[src/rtl/mem_arbiter_if.sv]
// Bus bundle between the fetch/data requesters, the arbiter and the memory port.
// The arbiter takes the slave view; the core/memory environment takes the master view.
interface mem_arbiter_if;
  logic        i_req;
  logic [31:0] i_addr;
  logic        i_cancel;
  logic [31:0] i_rdata;
  logic        i_ready;
  logic        d_req;
  logic        d_we;
  logic [31:0] d_addr;
  logic [31:0] d_wdata;
  logic [31:0] d_rdata;
  logic        d_ready;
  logic        m_req;
  logic        m_we;
  logic [31:0] m_addr;
  logic [31:0] m_wdata;
  logic [31:0] m_rdata;
  logic        m_ack;
  logic        err;

  modport slave (
    input  i_req, i_addr, i_cancel, d_req, d_we, d_addr, d_wdata, m_rdata, m_ack,
    output i_rdata, i_ready, d_rdata, d_ready, m_req, m_we, m_addr, m_wdata, err
  );

  modport master (
    output i_req, i_addr, i_cancel, d_req, d_we, d_addr, d_wdata, m_rdata, m_ack,
    input  i_rdata, i_ready, d_rdata, d_ready, m_req, m_we, m_addr, m_wdata, err
  );
endinterface

[src/rtl/mem_arbiter.sv]
// Two-requester (fetch/data) arbiter onto a single-outstanding memory port,
// with alternating priority, fetch cancel and a sticky memory timeout.
//
// state  | meaning
// IDLE   | no transaction; grant at next edge if a request is pending
// I_BUSY | fetch transaction outstanding on the memory port
// D_BUSY | data transaction outstanding on the memory port
// RESP   | one-cycle ready pulse to the served requester
module mem_arbiter #(
  parameter int TO_W = 8
) (
  input logic          clk,
  input logic          rst,
  mem_arbiter_if.slave bus
);

  typedef enum logic [1:0] {IDLE, I_BUSY, D_BUSY, RESP} state_t;

  // Timeout fires on the busy cycle that would take the counter to all-ones.
  localparam logic [TO_W-1:0] CNT_TOUT = {{(TO_W-1){1'b1}}, 1'b0};

  state_t          r_state;
  state_t          w_next;
  logic            r_last_d;
  logic            r_cancel;
  logic            r_err;
  logic            r_m_req;
  logic            r_m_we;
  logic [31:0]     r_m_addr;
  logic [31:0]     r_m_wdata;
  logic [31:0]     r_i_rdata;
  logic [31:0]     r_d_rdata;
  logic [TO_W-1:0] r_cnt;

  logic w_busy;
  logic w_ack;
  logic w_tout;
  logic w_gnt_i;
  logic w_gnt_d;

  always_ff @(posedge clk or negedge rst) begin
    if (!rst) r_state <= IDLE;
    else      r_state <= w_next;
  end

  always_comb begin
    w_next  = r_state;
    w_busy  = (r_state == I_BUSY) || (r_state == D_BUSY);
    w_ack   = w_busy && bus.m_ack;
    w_tout  = w_busy && !bus.m_ack && (r_cnt == CNT_TOUT);
    // r_last_d doubles as "which requester is in flight" once a grant is made.
    w_gnt_d = (r_state == IDLE) && bus.d_req && (!bus.i_req || !r_last_d);
    w_gnt_i = (r_state == IDLE) && bus.i_req && !w_gnt_d;
    case (r_state)
      IDLE: begin
        if (w_gnt_d)      w_next = D_BUSY;
        else if (w_gnt_i) w_next = I_BUSY;
      end
      I_BUSY, D_BUSY: begin
        if (w_ack || w_tout) w_next = RESP;
      end
      RESP:    w_next = IDLE;
      default: w_next = IDLE;
    endcase
  end

  always_ff @(posedge clk or negedge rst) begin
    if (!rst) begin
      r_last_d  <= 1'b0;
      r_cancel  <= 1'b0;
      r_err     <= 1'b0;
      r_m_req   <= 1'b0;
      r_m_we    <= 1'b0;
      r_m_addr  <= '0;
      r_m_wdata <= '0;
      r_i_rdata <= '0;
      r_d_rdata <= '0;
      r_cnt     <= '0;
    end else begin
      if (w_gnt_i || w_gnt_d) begin
        r_m_req   <= 1'b1;
        r_last_d  <= w_gnt_d;
        r_cnt     <= '0;
        r_m_addr  <= w_gnt_d ? bus.d_addr : bus.i_addr;
        r_m_we    <= w_gnt_d && bus.d_we;
        r_m_wdata <= w_gnt_d ? bus.d_wdata : 32'h0;
      end
      if (w_ack) begin
        r_m_req <= 1'b0;
        if (r_last_d)                      r_d_rdata <= bus.m_rdata;
        else if (!r_cancel && !bus.i_cancel) r_i_rdata <= bus.m_rdata;
      end else if (w_tout) begin
        r_m_req <= 1'b0;
        r_err   <= 1'b1;
        if (r_last_d) r_d_rdata <= 32'h0;
        else          r_i_rdata <= 32'h0;
      end else if (w_busy) begin
        r_cnt <= r_cnt + TO_W'(1);
      end
      if ((r_state == I_BUSY) && bus.i_cancel) r_cancel <= 1'b1;
      else if (r_state == RESP)                r_cancel <= 1'b0;
    end
  end

  // A cancel arriving during RESP itself still suppresses the fetch pulse.
  assign bus.i_ready = (r_state == RESP) && !r_last_d && !r_cancel && !bus.i_cancel;
  assign bus.d_ready = (r_state == RESP) && r_last_d;
  assign bus.i_rdata = r_i_rdata;
  assign bus.d_rdata = r_d_rdata;
  assign bus.m_req   = r_m_req;
  assign bus.m_we    = r_m_we;
  assign bus.m_addr  = r_m_addr;
  assign bus.m_wdata = r_m_wdata;
  assign bus.err     = r_err;

endmodule

[src/flat_wrapper.sv]
// flat-port wrapper written by rule: the top's interface ports become plain ports
module mem_arbiter_flat 
#(
  parameter int TO_W = 8
)
  (clk, rst, bus_i_req, bus_i_addr, bus_i_cancel, bus_d_req, bus_d_we, bus_d_addr, bus_d_wdata, bus_m_rdata, bus_m_ack, bus_i_rdata, bus_i_ready, bus_d_rdata, bus_d_ready, bus_m_req, bus_m_we, bus_m_addr, bus_m_wdata, bus_err);
  mem_arbiter_if bus_i ();
  input logic clk;
  input logic rst;
  input wire logic [$bits(bus_i.i_req)-1:0] bus_i_req;
  input wire logic [$bits(bus_i.i_addr)-1:0] bus_i_addr;
  input wire logic [$bits(bus_i.i_cancel)-1:0] bus_i_cancel;
  input wire logic [$bits(bus_i.d_req)-1:0] bus_d_req;
  input wire logic [$bits(bus_i.d_we)-1:0] bus_d_we;
  input wire logic [$bits(bus_i.d_addr)-1:0] bus_d_addr;
  input wire logic [$bits(bus_i.d_wdata)-1:0] bus_d_wdata;
  input wire logic [$bits(bus_i.m_rdata)-1:0] bus_m_rdata;
  input wire logic [$bits(bus_i.m_ack)-1:0] bus_m_ack;
  output wire logic [$bits(bus_i.i_rdata)-1:0] bus_i_rdata;
  output wire logic [$bits(bus_i.i_ready)-1:0] bus_i_ready;
  output wire logic [$bits(bus_i.d_rdata)-1:0] bus_d_rdata;
  output wire logic [$bits(bus_i.d_ready)-1:0] bus_d_ready;
  output wire logic [$bits(bus_i.m_req)-1:0] bus_m_req;
  output wire logic [$bits(bus_i.m_we)-1:0] bus_m_we;
  output wire logic [$bits(bus_i.m_addr)-1:0] bus_m_addr;
  output wire logic [$bits(bus_i.m_wdata)-1:0] bus_m_wdata;
  output wire logic [$bits(bus_i.err)-1:0] bus_err;
  assign bus_i.i_req = bus_i_req;
  assign bus_i.i_addr = bus_i_addr;
  assign bus_i.i_cancel = bus_i_cancel;
  assign bus_i.d_req = bus_d_req;
  assign bus_i.d_we = bus_d_we;
  assign bus_i.d_addr = bus_d_addr;
  assign bus_i.d_wdata = bus_d_wdata;
  assign bus_i.m_rdata = bus_m_rdata;
  assign bus_i.m_ack = bus_m_ack;
  assign bus_i_rdata = bus_i.i_rdata;
  assign bus_i_ready = bus_i.i_ready;
  assign bus_d_rdata = bus_i.d_rdata;
  assign bus_d_ready = bus_i.d_ready;
  assign bus_m_req = bus_i.m_req;
  assign bus_m_we = bus_i.m_we;
  assign bus_m_addr = bus_i.m_addr;
  assign bus_m_wdata = bus_i.m_wdata;
  assign bus_err = bus_i.err;
  mem_arbiter #(.TO_W(TO_W)) u_core (.clk(clk), .rst(rst), .bus(bus_i));
endmodule
[config.mk]
export PLATFORM = sky130hd
export DESIGN_NAME = mem_arbiter_flat
export DESIGN_NICKNAME = d
export VERILOG_FILES = /design/src/rtl/mem_arbiter_if.sv /design/src/rtl/mem_arbiter.sv /design/src/flat_wrapper.sv
export SDC_FILE = /design/constraint.sdc
export NUM_CORES = 1
export LEC_CHECK = 0
export CAP_MARGIN = 20
export CORE_UTILIZATION = 25
export CTS_BUF_LIST = sky130_fd_sc_hd__clkbuf_8 sky130_fd_sc_hd__clkbuf_16
export CTS_CLUSTER_DIAMETER = 40
export DETAILED_ROUTE_END_ITERATION = 6
export GPL_TIMING_DRIVEN = 0
export PLACE_DENSITY = 0.53
export SKIP_CTS_REPAIR_TIMING = 1
export SLEW_MARGIN = 30
export SYNTH_ARGS = -nofsm -noshare
export SYNTH_HDL_FRONTEND = slang
export SYNTH_SLANG_ARGS = --single-unit
[constraint.sdc]
create_clock -name clk -period 2.6 [get_ports clk]
set_input_delay 0.39 -clock clk [delete_from_list [all_inputs] [get_ports clk]]
set_output_delay 0.39 -clock clk [all_outputs]
set_load 0.05 [all_outputs]
Yosys cells after proc, flatten, opt, wreduce, memory -nomap -nowiden
Cells that the tools add are included.
{"block": "word_totals", "register_bits": 143, "latch_bits": 0, "mem_bits_rw": 0, "romBits": 0, "in_bits": 135, "out_inout_bits": 133, "word_cells": 78, "mem_count": 0}
{"block": "classes", "n_addsub": 1, "n_mul": 0, "div": 0, "n_lt_le_gt_ge": 0, "eq_ne": 7, "shift": 0, "mux": 24, "n_bitwise": 2, "reduce_logical": 33}
{"operator": "32-bit 2-to-1 mux", "count": 11}
{"operator": "8-bit 2-to-1 mux", "count": 4}
{"operator": "1-bit logical AND", "count": 14}
{"operator": "8-bit by 1-bit adder with 8-bit output (second input constant)", "count": 1}
{"operator": "8-bit == test (second input constant)", "count": 1}
{"operator": "1-bit logical NOT", "count": 6}
{"operator": "2-bit 2-to-1 mux", "count": 3}
{"operator": "2-bit one-hot mux with 3 select lines", "count": 1}
{"operator": "2-bit AND reduction", "count": 3}
{"operator": "1-bit 2-to-1 mux", "count": 5}
{"operator": "2-bit == test (second input constant)", "count": 2}
{"operator": "1-bit logical OR", "count": 4}
{"operator": "2-bit nonzero test", "count": 2}
{"operator": "3-bit by 1-bit inequality test with 1-bit output (second input constant)", "count": 1}
{"operator": "3-bit AND reduction", "count": 1}
{"operator": "3-bit nonzero test", "count": 1}
{"operator": "2-bit by 1-bit == test with 1-bit output (second input constant)", "count": 1}
{"operator": "2-bit logical NOT", "count": 1}
{"operator": "2-bit by 1-bit inequality test with 1-bit output (second input constant)", "count": 1}
{"operator": "2-bit inequality test (second input constant)", "count": 1}
{"operator": "1-bit inverter", "count": 2}
{"operator": "2-bit OR reduction", "count": 1}

Depth between registers and ports, before layout
{"block": "logic_depth", "depth_word": 10, "ltp_mapped": 7, "mapped_depth_nobuf": 6}

Worst setup path before layout
OpenSTA, ideal clock, no wires.
{"block": "synth_path", "kind": "register to output", "startpoint": "reg u_core.r_state[0]", "endpoint": "out bus_i_ready", "t_arrival_ns": 2.144, "slack_ns": 0.066, "path_stages_with_launch": 3, "path_cell_list": "dfrtp_1 > ha_1 > nor4b_1"}
{"block": "synth_via", "elab_chain_cells": 4}
{"element": "from (decl)", "line": "mem_arbiter.sv:22", "rtl": "state_t r_state;"}
{"element": "from (signal assigned)", "line": "mem_arbiter.sv:43", "rtl": "else r_state <= w_next;"}
{"element": "2-bit == test", "line": "mem_arbiter.sv:106", "rtl": "assign bus.i_ready = (r_state == RESP) && !r_last_d && !r_cancel && !bus.i_cancel;"}
{"element": "1-bit logical AND (3 in a row)", "line": "mem_arbiter.sv:106"}
{"element": "to (decl)", "line": "flat_wrapper.sv:20", "rtl": "output wire logic [$bits(bus_i.i_ready)-1:0] bus_i_ready;"}
Every way passes these cells.

Worst setup path after layout
{"block": "layout_path", "startpoint": "reg u_core.r_state[0]", "endpoint": "out bus_d_ready"}
{"block": "layout_via", "elab_chain_cells": 2}
{"element": "2-bit == test", "line": "mem_arbiter.sv:107", "rtl": "assign bus.d_ready = (r_state == RESP) && r_last_d;"}
{"element": "1-bit logical AND", "line": "mem_arbiter.sv:107"}
{"element": "to (decl)", "line": "flat_wrapper.sv:22", "rtl": "output wire logic [$bits(bus_i.d_ready)-1:0] bus_d_ready;"}
Every way passes these cells.

==> metrics <==
number of enable flip-flop cells after synthesis=0; Top delay family on crit path=buffers and inverters; Antenna Cells=0; Setup crit end kind=output port; crit-path cells=ha_1 > and2_1 > clkdlybuf4s50_1; final hold slack=0.4606 ns; H-tree lvl count=4; status=finished, violations left; most frequent cells in the layout=clkdlybuf4s50_1, dfrtp_1, a22o_1; design area=9311 um^2; fin crit period=~2.4 ns; grt total ovfl=0; crit path max fanout=4; Post-Syn Area=around 5700 um^2; Distinct cells, synth=35; final setup fails=0; fin worst setup slack=0.2372 ns; sequential area share after synthesis=62.94%; largest net degree at the start of global routing=79; CTS tree=done; DRT antenna net count=0; Max Clk Rate=423.2 MHz; initial antenna violation count=0; register bit total from synthesis=143; Lkg Pwr=between 0.004 and 0.005 uW; total wire length=18.06 mm; DR iter-0 viols=198; mean area per synthesized cell=roughly 13 um^2; Die X=152.8 um; Slowest-stage cell, CP=clkdlybuf4s50_1; vias=4732; Initial Util=25.73%; # DRC=25; setup_tns=0 ns; Reg clk slew, reported paths=0.06 ns; synthesized instance count=444; HP Class=reg -> reg; Startpoint Class=register; Slew headroom=62.18%; Die Area=23350 um^2; final hold vios=0; clk sink count=143; max-slew violations=0; Ys Warns=0; dpl cells=992; maximum clock insertion buffer count=2; WS Path Type=reg -> out; syn_nets=585; Buffers on Ports=~270; Core Box Area=22090 um^2; commonest non-fill, non-tap cell in the layout=clkdlybuf4s50_1; dpl ws=0.07442 ns; Non-Filler Instances=1025; # IOs=around 270; Via-to-Cell Ratio=4.617; DPL Wire Length=13.53 mm; ys async rst share=100.0%; slew at the pin closest to its max-slew limit=0.5655 ns; final net count=approximately 870; max-cap violations=0; Root Driver=clkbuf_16; failing checks=design-rule violations; Worst EP required=~2.2 ns; vias in the first global route=4960; worst path bufs/invs=1; RSZ-0062 raised after global routing=no; GRT Resource Usage Total=15.81%; share of layout cells above drive strength 1=between 7 and 8%; overall die height=around 150 um; PD cells=1482 nW/um^2; Worst-Skew Late Latency=0.42 ns; Site Rows=54; main flop type after synthesis=dfrtp_1; arrival time of the worst setup path=1.97 ns; wire per inst=around 18 um; GPL Wtd Cong=0.7811; Pre-antenna DRT Iters=7; total CTS buffers=17; Area after DPL=between 8000 and 9000 um^2; skew final=0.01248 ns; CP peak stage delay=0.84 ns; VDD IR max=0.0006494 V; Tcrit/Tclk final=90.88%; synth-to-layout area growth=63.78%; first-pass GRT wire length=28.45 mm
==> Yosys cell counts, types with 5 or more instances <==
| cell type | instances | area (um^2) |
|---|---|---|
| dfrtp_1 | 143 | 3578 |
| a22o_1 | 98 | 858.3 |
| o21ai_0 | 39 | 195.2 |
| nand2_1 | 38 | 142.6 |
| mux2i_1 | 34 | 340.3 |
| buf_2 | 18 | 90.09 |
| clkbuf_1 | 12 | 45.04 |
| ha_1 | 6 | 75.07 |
| a21oi_1 | 5 | 25.02 |
| inv_1 | 5 | 18.77 |
| nor2_1 | 5 | 18.77 |
==> per-stage QoR <==
| stage | utilization, % | total power (uW) |
|---|---|---|
| floorplan | - | 8708 |
| global placement | 39.42 | 11480 |
| detailed placement | 39.56 | 11550 |
| CTS | 42.09 | 13940 |
| global route | 42.15 | 14470 |
| finish | 42.15 | 13800 |
==> worst reg2reg max path, stage by stage, from the launching register on <==
cell	delay, ns
dfrtp_1	0.38
inv_1	0.13
ha_1	0.21
nand2_1	0.06
a21oi_1	0.43
buf_2	0.45
buf_2	0.31
a22o_1	0.16
==> kinds of logic after synthesis <==
family	Yosys count	synth area share [%]
compound gates	155	20.66
flops	143	62.94
simple gates	69	6.118
buf+inv	36	2.773
mux	35	6.184
fa+ha+maj	6	1.320
==> report_power, final <==
group | switching, uW | internal (uW)
combinational | 4940 | 2700
clock | 1030 | 1280
sequential | 621 | 3220
==> routing by layer <==
| layer | up-vias | routed length [um] | track usage, % | share of wire, % |
|---|---|---|---|---|
| met5 | - | 0 | 0 | 0 |
| met4 | 0 | 216 | 5.051 | 1.2 |
| met3 | 16 | 1408 | 4.522 | 7.8 |
| met2 | 223 | 8248 | 24.95 | 46 |
| met1 | 2256 | 8182 | 20.86 | 45 |
| li1 | 2237 | - | - | - |
==> flip-flops by register name, summed over array words and instances, names as in the netlist <==
register and flops:
u_core.bus.m_addr 32, u_core.bus.err 1, u_core.r_last_d 1, u_core.bus.d_rdata 32, u_core.bus.m_req 1, u_core.bus.m_wdata 32, u_core.bus.i_rdata 32, u_core.bus.m_we 1
u_core.r_cancel 1, u_core.r_state 2, u_core.r_cnt 8
==> layout make-up <==
type	instances	area, um^2
fillers	2034	12780
flip-flops and latches	143	3578
repair buffers	269	2718
multi-input cells	265	1949
clock buffers	18	439.2
well taps	280	350.3
plain buffers	31	138.9
clock inverters	14	118.9
inverters	5	18.77
==> path summary, 6_finish.rpt <==
check	end	startpoint	cells after the start	slack, ns
max in group asynchronous	u_core.bus.m_wdata[2]$_DFFE_PN0P_	rst	3	1.33
hold reg to reg	u_core.bus.err$_DFFE_PN0P_	u_core.bus.err$_DFFE_PN0P_	1	0.46
setup reg to reg	u_core.bus.m_wdata[8]$_DFFE_PN0P_	u_core.r_state[1]$_DFFE_PN0P_	7	0.42
min in group asynchronous	u_core.bus.i_rdata[27]$_DFFE_PN0P_	rst	2	0.51
hold / removal	u_core.bus.err$_DFFE_PN0P_	u_core.bus.err$_DFFE_PN0P_	1	0.46
setup / recovery	bus_d_ready	u_core.r_state[0]$_DFFE_PN0P_	3	0.24
(Power assumes the default switching activity.)
